==> config.mk <==
export PLATFORM = sky130hd
export DESIGN_NAME = fetch_controller
export DESIGN_NICKNAME = d
export VERILOG_FILES = /design/src/rtl/fetch_controller_pkg.sv /design/src/rtl/fetch_skid_buf.sv /design/src/rtl/fetch_controller.sv
export SDC_FILE = /design/constraint.sdc
export NUM_CORES = 1
export LEC_CHECK = 0
export CAP_MARGIN = 20
export CORE_ASPECT_RATIO = 0.5
export CORE_MARGIN = 3
export CORE_UTILIZATION = 30
export CTS_CLUSTER_SIZE = 30
export DETAILED_ROUTE_END_ITERATION = 10
export GPL_TIMING_DRIVEN = 0
export PLACE_DENSITY = 0.61
export SYNTH_ARGS = -nofsm -noshare
export SYNTH_HDL_FRONTEND = slang
export SYNTH_HIERARCHICAL = 1
export SYNTH_SLANG_ARGS = --single-unit
==> constraint.sdc <==
create_clock -name clk -period 2 [get_ports clk]
set_input_delay 0.4 -clock clk [delete_from_list [all_inputs] [get_ports clk]]
set_output_delay 0.4 -clock clk [all_outputs]
set_load 0.01 [all_outputs]
==> src/rtl/fetch_controller_pkg.sv <==
// Shared encodings for the instruction-fetch sequencing controller.
package fetch_controller_pkg;

  typedef enum logic [1:0] {
    PCMUX_CURR_PC4 = 2'd0,
    PCMUX_BRANCH   = 2'd1,
    PCMUX_CORR_PC4 = 2'd2,
    PCMUX_PRED_TGT = 2'd3
  } pc_sel_e;

  typedef enum logic [2:0] {
    FC_BOOT  = 3'd0,
    FC_FETCH = 3'd1,
    FC_WAIT  = 3'd2,
    FC_HELD  = 3'd3,
    FC_DROP  = 3'd4
  } fc_state_e;

  localparam logic [31:0] INST_NOP = 32'h00000013;

  function automatic pc_sel_e adv_sel(input logic taken);
    return taken ? PCMUX_PRED_TGT : PCMUX_CURR_PC4;
  endfunction

endpackage

==> src/rtl/fetch_skid_buf.sv <==
// One-entry holding register for a fetched word and its prediction while EX stalls.
module fetch_skid_buf (
  input  logic        clk,
  input  logic        rst,
  input  logic        load,
  input  logic        clear,
  input  logic [31:0] d_inst,
  input  logic        d_pred,
  output logic        valid,
  output logic [31:0] q_inst,
  output logic        q_pred
);

  always_ff @(posedge clk) begin
    if (rst || clear) begin
      valid  <= 1'b0;
      q_inst <= '0;
      q_pred <= 1'b0;
    end else if (load) begin
      valid  <= 1'b1;
      q_inst <= d_inst;
      q_pred <= d_pred;
    end
  end

endmodule

==> src/rtl/fetch_controller.sv <==
// IF-stage sequencer: imem handshake, PC mux control, redirect recovery and skid hold.
module fetch_controller
  import fetch_controller_pkg::*;
#(
  parameter int unsigned CNT_W = 16,
  parameter logic [31:0] NOP   = INST_NOP
) (
  input  logic             clk,
  input  logic             rst,
  output logic             imem_req_val,
  input  logic             imem_req_rdy,
  input  logic             imem_resp_val,
  input  logic [31:0]      imem_resp_data,
  input  logic             pred_hit,
  input  logic             pred_taken,
  input  logic             ex_valid,
  input  logic             ex_is_branch,
  input  logic             ex_br_taken,
  input  logic             ex_pred_taken,
  input  logic             ex_stall,
  output logic [1:0]       pc_sel,
  output logic             pc_en,
  output logic             kill_IF,
  output logic             ifex_en,
  output logic [31:0]      if_inst,
  output logic             if_pred_taken,
  output logic             upd_val,
  output logic             upd_taken,
  output logic [CNT_W-1:0] branch_cnt,
  output logic [CNT_W-1:0] mispred_cnt
);

  fc_state_e   state, state_n;
  pc_sel_e     sel;
  logic        resolved, mispredict, resp_pred;
  logic        skid_load, skid_clr, skid_valid, skid_pred;
  logic [31:0] skid_inst;

  assign resolved   = ex_valid & ex_is_branch & ~ex_stall;
  assign mispredict = resolved & (ex_br_taken != ex_pred_taken);
  assign resp_pred  = pred_hit & pred_taken;
  assign upd_val    = resolved;
  assign upd_taken  = ex_br_taken;
  assign pc_sel     = sel;

  fetch_skid_buf u_skid (
    .clk    (clk),
    .rst    (rst),
    .load   (skid_load),
    .clear  (skid_clr),
    .d_inst (imem_resp_data),
    .d_pred (resp_pred),
    .valid  (skid_valid),
    .q_inst (skid_inst),
    .q_pred (skid_pred)
  );

  always_ff @(posedge clk) begin
    if (rst) state <= FC_BOOT;
    else     state <= state_n;
  end

  always_comb begin
    state_n       = state;
    imem_req_val  = 1'b0;
    sel           = PCMUX_CURR_PC4;
    pc_en         = 1'b0;
    kill_IF       = 1'b1;
    ifex_en       = 1'b0;
    if_inst       = NOP;
    if_pred_taken = 1'b0;
    skid_load     = 1'b0;
    skid_clr      = 1'b0;
    if (state == FC_BOOT) begin
      state_n = FC_FETCH;
    end else if (mispredict) begin
      sel      = ex_br_taken ? PCMUX_BRANCH : PCMUX_CORR_PC4;
      pc_en    = 1'b1;
      ifex_en  = 1'b1;
      skid_clr = 1'b1;
      // A request still in flight must be drained before fetching again.
      if ((state == FC_WAIT || state == FC_DROP) && !imem_resp_val) state_n = FC_DROP;
      else                                                          state_n = FC_FETCH;
    end else begin
      case (state)
        FC_FETCH: begin
          imem_req_val = 1'b1;
          if (imem_req_rdy) state_n = FC_WAIT;
        end
        FC_WAIT: begin
          if (imem_resp_val) begin
            if_inst       = imem_resp_data;
            if_pred_taken = resp_pred;
            kill_IF       = 1'b0;
            if (!ex_stall) begin
              ifex_en = 1'b1;
              pc_en   = 1'b1;
              sel     = adv_sel(resp_pred);
              state_n = FC_FETCH;
            end else begin
              skid_load = 1'b1;
              state_n   = FC_HELD;
            end
          end
        end
        FC_HELD: begin
          if (skid_valid) begin
            if_inst       = skid_inst;
            if_pred_taken = skid_pred;
            kill_IF       = 1'b0;
          end
          if (!ex_stall) begin
            ifex_en  = 1'b1;
            pc_en    = 1'b1;
            sel      = adv_sel(skid_pred);
            skid_clr = 1'b1;
            state_n  = FC_FETCH;
          end
        end
        FC_DROP: begin
          if (imem_resp_val) state_n = FC_FETCH;
        end
        default: state_n = FC_BOOT;
      endcase
    end
  end

  always_ff @(posedge clk) begin
    if (rst) begin
      branch_cnt  <= '0;
      mispred_cnt <= '0;
    end else begin
      if (resolved && branch_cnt != '1)    branch_cnt  <= branch_cnt + CNT_W'(1);
      if (mispredict && mispred_cnt != '1) mispred_cnt <= mispred_cnt + CNT_W'(1);
    end
  end

endmodule
Word level (Yosys, flattened, before mapping). Cells that the tools add are included.

Reduce and logical (&&, ||, !) cells: 10. Bitwise operators: 5. Add/sub/neg operators: 2. Equality and inequality tests: 15. Muxes and demuxes: 49.

Operator list (count): $mux W32 (4); $pmux W32 S2 (1); $add A16 B1 Y16 const B (2); $ne A16 B16 Y1 const B (2); $mux W1 (24); $mux W2 (9); $mux W3 (6); $ne A4 B4 Y1 const B (4); $ne A3 B3 Y1 const B (4); $pmux W3 S4 (1); $reduce_and A4 Y1 (2); $eq A3 B2 Y1 const B (2); $pmux W1 S2 (3); $and A1 B1 Y1 (4); $pmux W2 S2 (1); $eq A3 B1 Y1 const B (1); $eq A3 B3 Y1 const B (1); $logic_and A1 B1 Y1 (3); $logic_not A3 Y1 (1); $logic_or A1 B1 Y1 (2); $reduce_or A2 Y1 (1); $logic_not A1 Y1 (1); $ne A1 B1 Y1 (1); $not A1 Y1 (1).

Bits in registers: 69. Logic and storage cells: 88. Input bits: 43.

Depth between registers and ports, before layout. Gate-level depths: netlist (run 1).

Depth in word-level cells: 7. Mapped depth: 11.

Cells and area by module. Netlist (run 1), hierarchy kept.

By module, submodules not included: fetch_controller (times used 1, area each 2404.8 um2, cells an instance 320); fetch_skid_buf (times used 1, area each 1248.7 um2, cells an instance 111).

Least setup slack after synthesis (run 1). No wires, ideal clock.

Path kind: input to output. From: in ex_stall. To: out pc_sel[0]. Arrival time: 1.644 ns. Stages on the path: 7. Slack: -0.044 ns. Path through: nand3b_4 > inv_1 > buf_2 > and2_2 > clkbuf_1 > a21oi_1 > a311oi_1.

Longest elaborated chain between the ends: 5.

RTL lines: start, declared (RTL line fetch_controller.sv:20) `input logic ex_stall,`; $not A1 Y1 (RTL line fetch_controller.sv:39) `assign resolved = ex_valid & ex_is_branch & ~ex_stall;`; $and A1 B1 Y1 (RTL line fetch_controller.sv:39); via upd_val (RTL line fetch_controller.sv:27) `output logic upd_val,`; $and A1 B1 Y1 (RTL line fetch_controller.sv:40) `assign mispredict = resolved & (ex_br_taken != ex_pred_taken);`; $mux W2 (RTL line fetch_controller.sv:76) `end else if (mispredict) begin`; $mux W2 (RTL line fetch_controller.sv:74) `if (state == FC_BOOT) begin`; end, declared (RTL line fetch_controller.sv:21) `output logic [1:0] pc_sel,`.

The timed path passes the listed nets, and every way through them passes these cells.

Final worst setup path (run 1).
From: reg state[0]. To: out pc_sel[0].

Longest elaborated chain between the ends: 4.

RTL lines: start, declared (RTL line fetch_controller.sv:33) `fc_state_e state, state_n;`; start signal, assigned (RTL line fetch_controller.sv:60) `else state <= state_n;`; $eq A3 B2 Y1 (RTL line fetch_controller.sv:85) `case (state)`; $pmux W2 S2 (RTL line fetch_controller.sv:85); $mux W2 (RTL line fetch_controller.sv:76); $mux W2 (*) (RTL line fetch_controller.sv:74).

Mark *: on every way between the ends. The rest lies on a longest branch, timed or not.

==> results of run 1 <==
==> path summary, 6_finish.rpt <==
check	end	slack, ps	depth (start not counted)	startpoint
max	pc_sel[0]	-160	6	state[0]
min	state[2]	340	2	imem_resp_val
max reg2reg	u_skid/q_inst[8]	10	10	state[0]
min reg2reg	u_skid/valid	480	2	u_skid/valid
==> metal layers <==
metal  GRT usage, %  share of wire, %
met1           20.9                46
met3           4.11               6.0
met4           4.64               1.5
met5              0                 0
met2           27.1                46
==> per-stage QoR <==
stage	total power, µW	instances
final	3620	751
after global routing	3740	751
after CTS	3630	738
after detailed placement	1750	705
after global placement	1750	705
after floorplan	1580	431
==> sequential cells by signal (all words and copies together) (netlist names) <==
register       cells
u_skid/q_pred      1
u_skid/valid       1
u_skid/q_inst     32
state              3
branch_cnt        16
mispred_cnt       16
==> synth_stat cells (6+ instances only) <==
| library cell | number |
|---|---|
| nor2_1 | 75 |
| nand2_1 | 20 |
| mux2i_1 | 34 |
| a22oi_1 | 30 |
| and3_1 | 6 |
| nand4_1 | 13 |
| dfxtp_1 | 69 |
| nor3_1 | 8 |
| a21oi_1 | 25 |
| or4_1 | 11 |
| nand3_1 | 7 |
| o21ai_0 | 14 |
| inv_1 | 8 |
| clkbuf_1 | 15 |
| or3_1 | 8 |
| o31ai_1 | 10 |
==> what timing repair did <==
item                       in CTS  in global routing
pin swaps                      12                 32
resized for setup             220                 58
gates cloned                    1                  1
buffers inserted               17                 14
setup endpoints to repair      98                 59
==> power by group through the flow <==
stage	combinational (µW)	clock, µW	sequential, µW
global route	424	1920	1400
detailed placement	320	0	1430
CTS	371	1860	1400
finish	393	1820	1400
global placement	318	0	1430
floorplan	153	0	1430
==> logic make-up after synthesis <==
family	count (synthesis)	synth area share (%)
adder cells (fa/ha/maj)	2	0.685
AO/OA/AOI/OAI	105	19.3
XOR/XNOR	2	0.685
multiplexers	35	9.62
AND/OR/NAND/NOR	178	25.3
flip-flops	69	37.8
buffers and inverters	40	6.61
==> cell type report <==
type | count | area [µm²]
inverters | 8 | 30.0
clock buffers | 9 | 225
plain buffers | 29 | 334
multi-input cells | 322 | 2260
repair buffers | 148 | 1290
well taps | 159 | 199
fillers | 1117 | 5570
flip-flops and latches | 69 | 1400
clock inverters | 7 | 114
==> worst register-to-register path, stage by stage (launching register included) <==
cell and delay [ps]:
dfxtp_4 350, nor4bb_4 280, clkbuf_8 210, clkbuf_16 160, buf_6 90, buf_4 80
and2_1 120, buf_6 160, buf_12 160, mux2i_1 200, nor2_1 60
==> out/summary.txt, run 1 <==
P per Cell Area = 619 nW/µm²
Mapped Nets = 476
setup tns final = -2470 ps
smallest hold slack = 340 ps
peak supply drop = 456 µV
Total GRT Usage = 16.3%
Crit path buffers/inverters = 2
CTS root buf = clkbuf_16
Clock Path Buffers = 2
PortBufs = 115
synth unique cells = 56
Pleak = 0.00209 µW
final setup fails = 32
reported net switching power = 804 µW
Final ANT Viol Nets = 0
Die X = 162 µm
vias after detailed routing = 3803
CP top delay family = compound AO/OA/AOI/OAI gates
DR WL/cell = 14.9 µm
hold buffer count at CTS = 0
worst-path cell chain = nor4bb_4, clkbuf_8, a22o_4, a21oi_2, a311oi_2, buf_2
synthesized cell area = 3650 µm²
n_diodes = 0
pre-CTS WS = -1350 ps
Max Cap Violations = 0
clk slew on worst S/H paths = 60 ps
setup slack after layout = -162 ps
Worst Skew = 2.48 ps
gpl congestion = 0.792
min Tclk post-route = 2160 ps
part of the power in registers = 38.7%
Top Ports = 116
CP Max Fanout = 5
syn avg cell area = 8.48 µm²
routed vias/inst = 5.06
drt total wl = 11200 µm
area of the core = 11400 µm²
Synth area leader = dfxtp_1
initial antenna violation count = 0
Syn. warnings = 6
Tightest Hold Check Type = in2reg
Die Y-Extent = 84.0 µm
num rows = 27
vias in the first global route = 3651
Switching Share = 22.2%
critical setup path kind = reg2out
Post-DP Area = 5010 µm²
part of the power in the clock network = 50.4%
Gate power share = 10.9%
DRT iter0 DRCs = 163
post-synth top area share = 37.8%
final period utilization = 108%
Synth Register Bits = 69
DRC = 0
Post-synth EDFFs = 0
Final Hold Viols = 0
maximum number of pins on one net before global-route repair = 13
Req. time, crit path = 1600 ps
starting density of the core = 32.0%
internal power = 2810 µW
total congestion overflow = 0
CP max stage delay = 350 ps
post-route cell area = 5850 µm²
post-DP HPWL = 7810 µm
failing checks = negative setup slack
Worst Path Arrival = 1760 ps
H-Tree Depth = 3
first-pass GRT wire length = 18300 µm
max-slew violations = 0
outcome = finished, violations left
Area Overhead vs Synth = 60.0%
CP max-delay cell = dfxtp_4
TritonCTS clock tree = done
Critical Path Sink Type = primary output
DIE AREA = 13600 µm²
fmax = 463 MHz
fin util = 51.2%
async set or reset register ratio after synthesis = 0%
final layout net count = 632
commonest non-fill, non-tap cell in the layout = nor2_1
Synth Instances = 431
share of layout cells above drive strength 1 = 29.2%
TritonCTS Buffers = 9
drt first pass iters = 4
main area contributors after synthesis = dfxtp_1 (38%), mux2i_1 (9.3%), nor2_1 (7.7%)
sequential cell area fraction in the yosys report = 37.8%
slew margin rel. = 60.9%
Most used DFF post-synth = dfxtp_1
RSZ-0062 raised after global routing = true
measured slew at the worst slew-check pin = 586 ps
CTS Sinks = 69
commonest non-fill, non-tap cells in the layout = nor2_1 (73), clkdlybuf4s50_1 (70), dfxtp_1 (64)
Clock Latency Late Sink = 330 ps
crit start category = register
No activity file was read; power rests on OpenSTA's default activity.
==> run 2: changes to the inputs <==
--- a/config.mk
+++ b/config.mk
@@ -5,7 +5,7 @@
 export SDC_FILE = /design/constraint.sdc
 export NUM_CORES = 1
 export LEC_CHECK = 0
-export CAP_MARGIN = 20
+export CAP_MARGIN = 10
 export CORE_ASPECT_RATIO = 0.5
 export CORE_MARGIN = 3
 export CORE_UTILIZATION = 30
==> results of run 2 <==
The final DEF is identical to that of run 1; final timing and power are the same.
==> run 3: changes to the inputs <==
--- a/config.mk
+++ b/config.mk
@@ -8,11 +8,12 @@
 export CAP_MARGIN = 10
 export CORE_ASPECT_RATIO = 0.5
 export CORE_MARGIN = 3
-export CORE_UTILIZATION = 30
+export CORE_UTILIZATION = 42
+export CTS_BUF_LIST = sky130_fd_sc_hd__clkbuf_16
 export CTS_CLUSTER_SIZE = 30
 export DETAILED_ROUTE_END_ITERATION = 10
 export GPL_TIMING_DRIVEN = 0
-export PLACE_DENSITY = 0.61
+export PLACE_DENSITY = 0.79
 export SYNTH_ARGS = -nofsm -noshare
 export SYNTH_HDL_FRONTEND = slang
 export SYNTH_HIERARCHICAL = 1
==> out/summary.txt, run 3 (same netlist as run 1, synthesis figures left out) <==
DIE AREA = 9920 µm² (was 13600 µm²)
Post-DP Area = 4950 µm² (was 5010 µm²)
CTS root buf = clkbuf_16 (unchanged)
Layout Cells excl Fill = 705 (was 751)
hold buffer count at CTS = 0 (unchanged)
Die X = 138 µm (was 162 µm)
Top Ports = 116 (unchanged)
Die Y-Extent = 72.0 µm (was 84.0 µm)
num rows = 23 (was 27)
post-route cell area = 5610 µm² (was 5850 µm²)
peak supply drop = 377 µV (was 456 µV)
Area Overhead vs Synth = 53.6% (was 60.0%)
Total GRT Usage = 21.7% (was 16.3%)
post-DP HPWL = 7380 µm (was 7810 µm)
Inst Count DP = 658 (was 705)
measured slew at the worst slew-check pin = 520 ps (was 586 ps)
commonest non-fill, non-tap cell in the layout = nor2_1 (unchanged)
Req. time, crit path = 1600 ps (about the same)
initial antenna violation count = 0 (unchanged)
HP Start = imem_resp_val (unchanged)
setup slack after layout = -209 ps (was -162 ps)
final layout net count = 633 (was 632)
Cells on Worst Hold Path = 2 (unchanged)
max reg flops = 32 (unchanged)
Worst Path Arrival = 1810 ps (was 1760 ps)
outcome = finished, violations left (unchanged)
DR WL/cell = 15.6 µm (was 14.9 µm)
setup tns final = -3490 ps (was -2470 ps)
CP Max Fanout = 5 (unchanged)
first-pass GRT wire length = 17500 µm (was 18300 µm)
Final ANT Viol Nets = 0 (unchanged)
Clock Latency Late Sink = 330 ps (about the same)
final period utilization = 110% (was 108%)
PortBufs = 115 (unchanged)
setup slack, reg-to-reg = 50 ps (was 10 ps)
routed vias/inst = 5.58 (was 5.06)
critical setup path kind = reg2out (unchanged)
Critical R2R Launch = mispred_cnt[0] (was state[0])
Largest Register = u_skid/q_inst (unchanged)
clk slew on worst S/H paths = 50 ps (was 60 ps)
Critical Path Sink Type = primary output (unchanged)
final setup fails = 33 (was 32)
max-slew violations = 0 (unchanged)
fmax = 453 MHz (was 463 MHz)
n_diodes = 0 (unchanged)
vias in the first global route = 3621 (was 3651)
total congestion overflow = 0 (unchanged)
P per Cell Area = 567 nW/µm² (was 619 nW/µm²)
failing checks = negative setup slack (unchanged)
H-Tree Depth = 3 (unchanged)
Clock Path Buffers = 2 (unchanged)
crit start category = register (unchanged)
slew margin rel. = 65.0% (was 60.9%)
reg2reg path depth = 7 (was 10)
hold endpoint = state[2] (unchanged)
share of layout cells above drive strength 1 = 25.0% (was 29.2%)
Final Hold Viols = 0 (unchanged)
Pleak = 0.00204 µW (was 0.00209 µW)
starting density of the core = 44.4% (was 32.0%)
TritonCTS Buffers = 9 (unchanged)
commonest non-fill, non-tap cells in the layout = nor2_1 (72), clkdlybuf4s50_1 (69), dfxtp_1 (65) (was nor2_1 (73), clkdlybuf4s50_1 (70), dfxtp_1 (64))
min Tclk post-route = 2210 ps (was 2160 ps)
Tightest Hold Check Type = in2reg (unchanged)
drt total wl = 11000 µm (was 11200 µm)
TritonCTS clock tree = done (unchanged)
area of the core = 8230 µm² (was 11400 µm²)
DRT iter0 DRCs = 263 (was 163)
DRC = 0 (unchanged)
maximum number of pins on one net before global-route repair = 12 (was 13)
drt first pass iters = 5 (was 4)
gpl congestion = 0.815 (was 0.792)
FF-to-FF End = mispred_cnt[4] (was u_skid/q_inst[8])
vias after detailed routing = 3933 (was 3803)
RSZ-0062 raised after global routing = true (unchanged)
CTS Sinks = 69 (unchanged)
Largest regs = u_skid/q_inst (32), branch_cnt (16), mispred_cnt (16) (unchanged)
Max Cap Violations = 0 (unchanged)
Worst Skew = 1.88 ps (was 2.48 ps)
-- run 3: power breakdown --
group | internal (µW) | switching [µW]
registers | 1390 | 10.8
clock network | 817 | 568
logic | 213 | 182
total | 2420 | 761
-- run 3: worst max-delay path by stage --
stage               cells past startpoint  slack, ps     start           to
global placement                        9      -1310  ex_stall  if_inst[23]
floorplan                               8         10  ex_stall        pc_en
global route                            7       -300  state[1]    pc_sel[0]
finish                                  7       -210  state[1]    pc_sel[0]
CTS                                     6       -230  state[1]  if_inst[28]
detailed placement                      9      -1290  ex_stall  if_inst[19]
-- run 3: cell type report --
type / count / area, µm²
clock inverter: 7 / 32.5
multi-input combinational: 322 / 2180
sequential: 69 / 1390
tap: 112 / 140
buffer: 31 / 309
clock buffer: 9 / 225
fill: 690 / 2620
timing repair buffer: 147 / 1310
inverter: 8 / 30.0
-- run 3: what timing repair did --
action                                  in CTS  in global routing
pin swaps                                    9                 17
gates resized for setup                    147                 78
cloned                                       1                  1
buffers inserted                            16                 14
endpoints found under the setup margin      95                 86
-- run 3: stage by stage --
step	util [%]	power, µW	hold slack (ps)	setup WS (ps)
finish	68.2	3180	482	-209
global route	68.2	3300	498	-298
CTS	66.1	3180	453	-225
detailed placement	60.2	1740	461	-1290
global placement	60.2	1740	454	-1310
floorplan	-	1580	435	11.6
-- run 3: critical path: stages (launching register included) --
cell and delay, ps:
dfxtp_4 350, nor4bb_4 290, buf_6 170, buf_6 100
a21o_1 140, a21oi_2 70, a311oi_2 180, buf_2 170
-- run 3: routing by layer --
layer	vias to the layer above	share of wire [%]	track usage, %
met5	-	0	0
met2	108	49	36.7
li1	1911	-	-
met1	1903	45	27.8
met4	0	1.1	6.24
met3	11	5.4	5.54
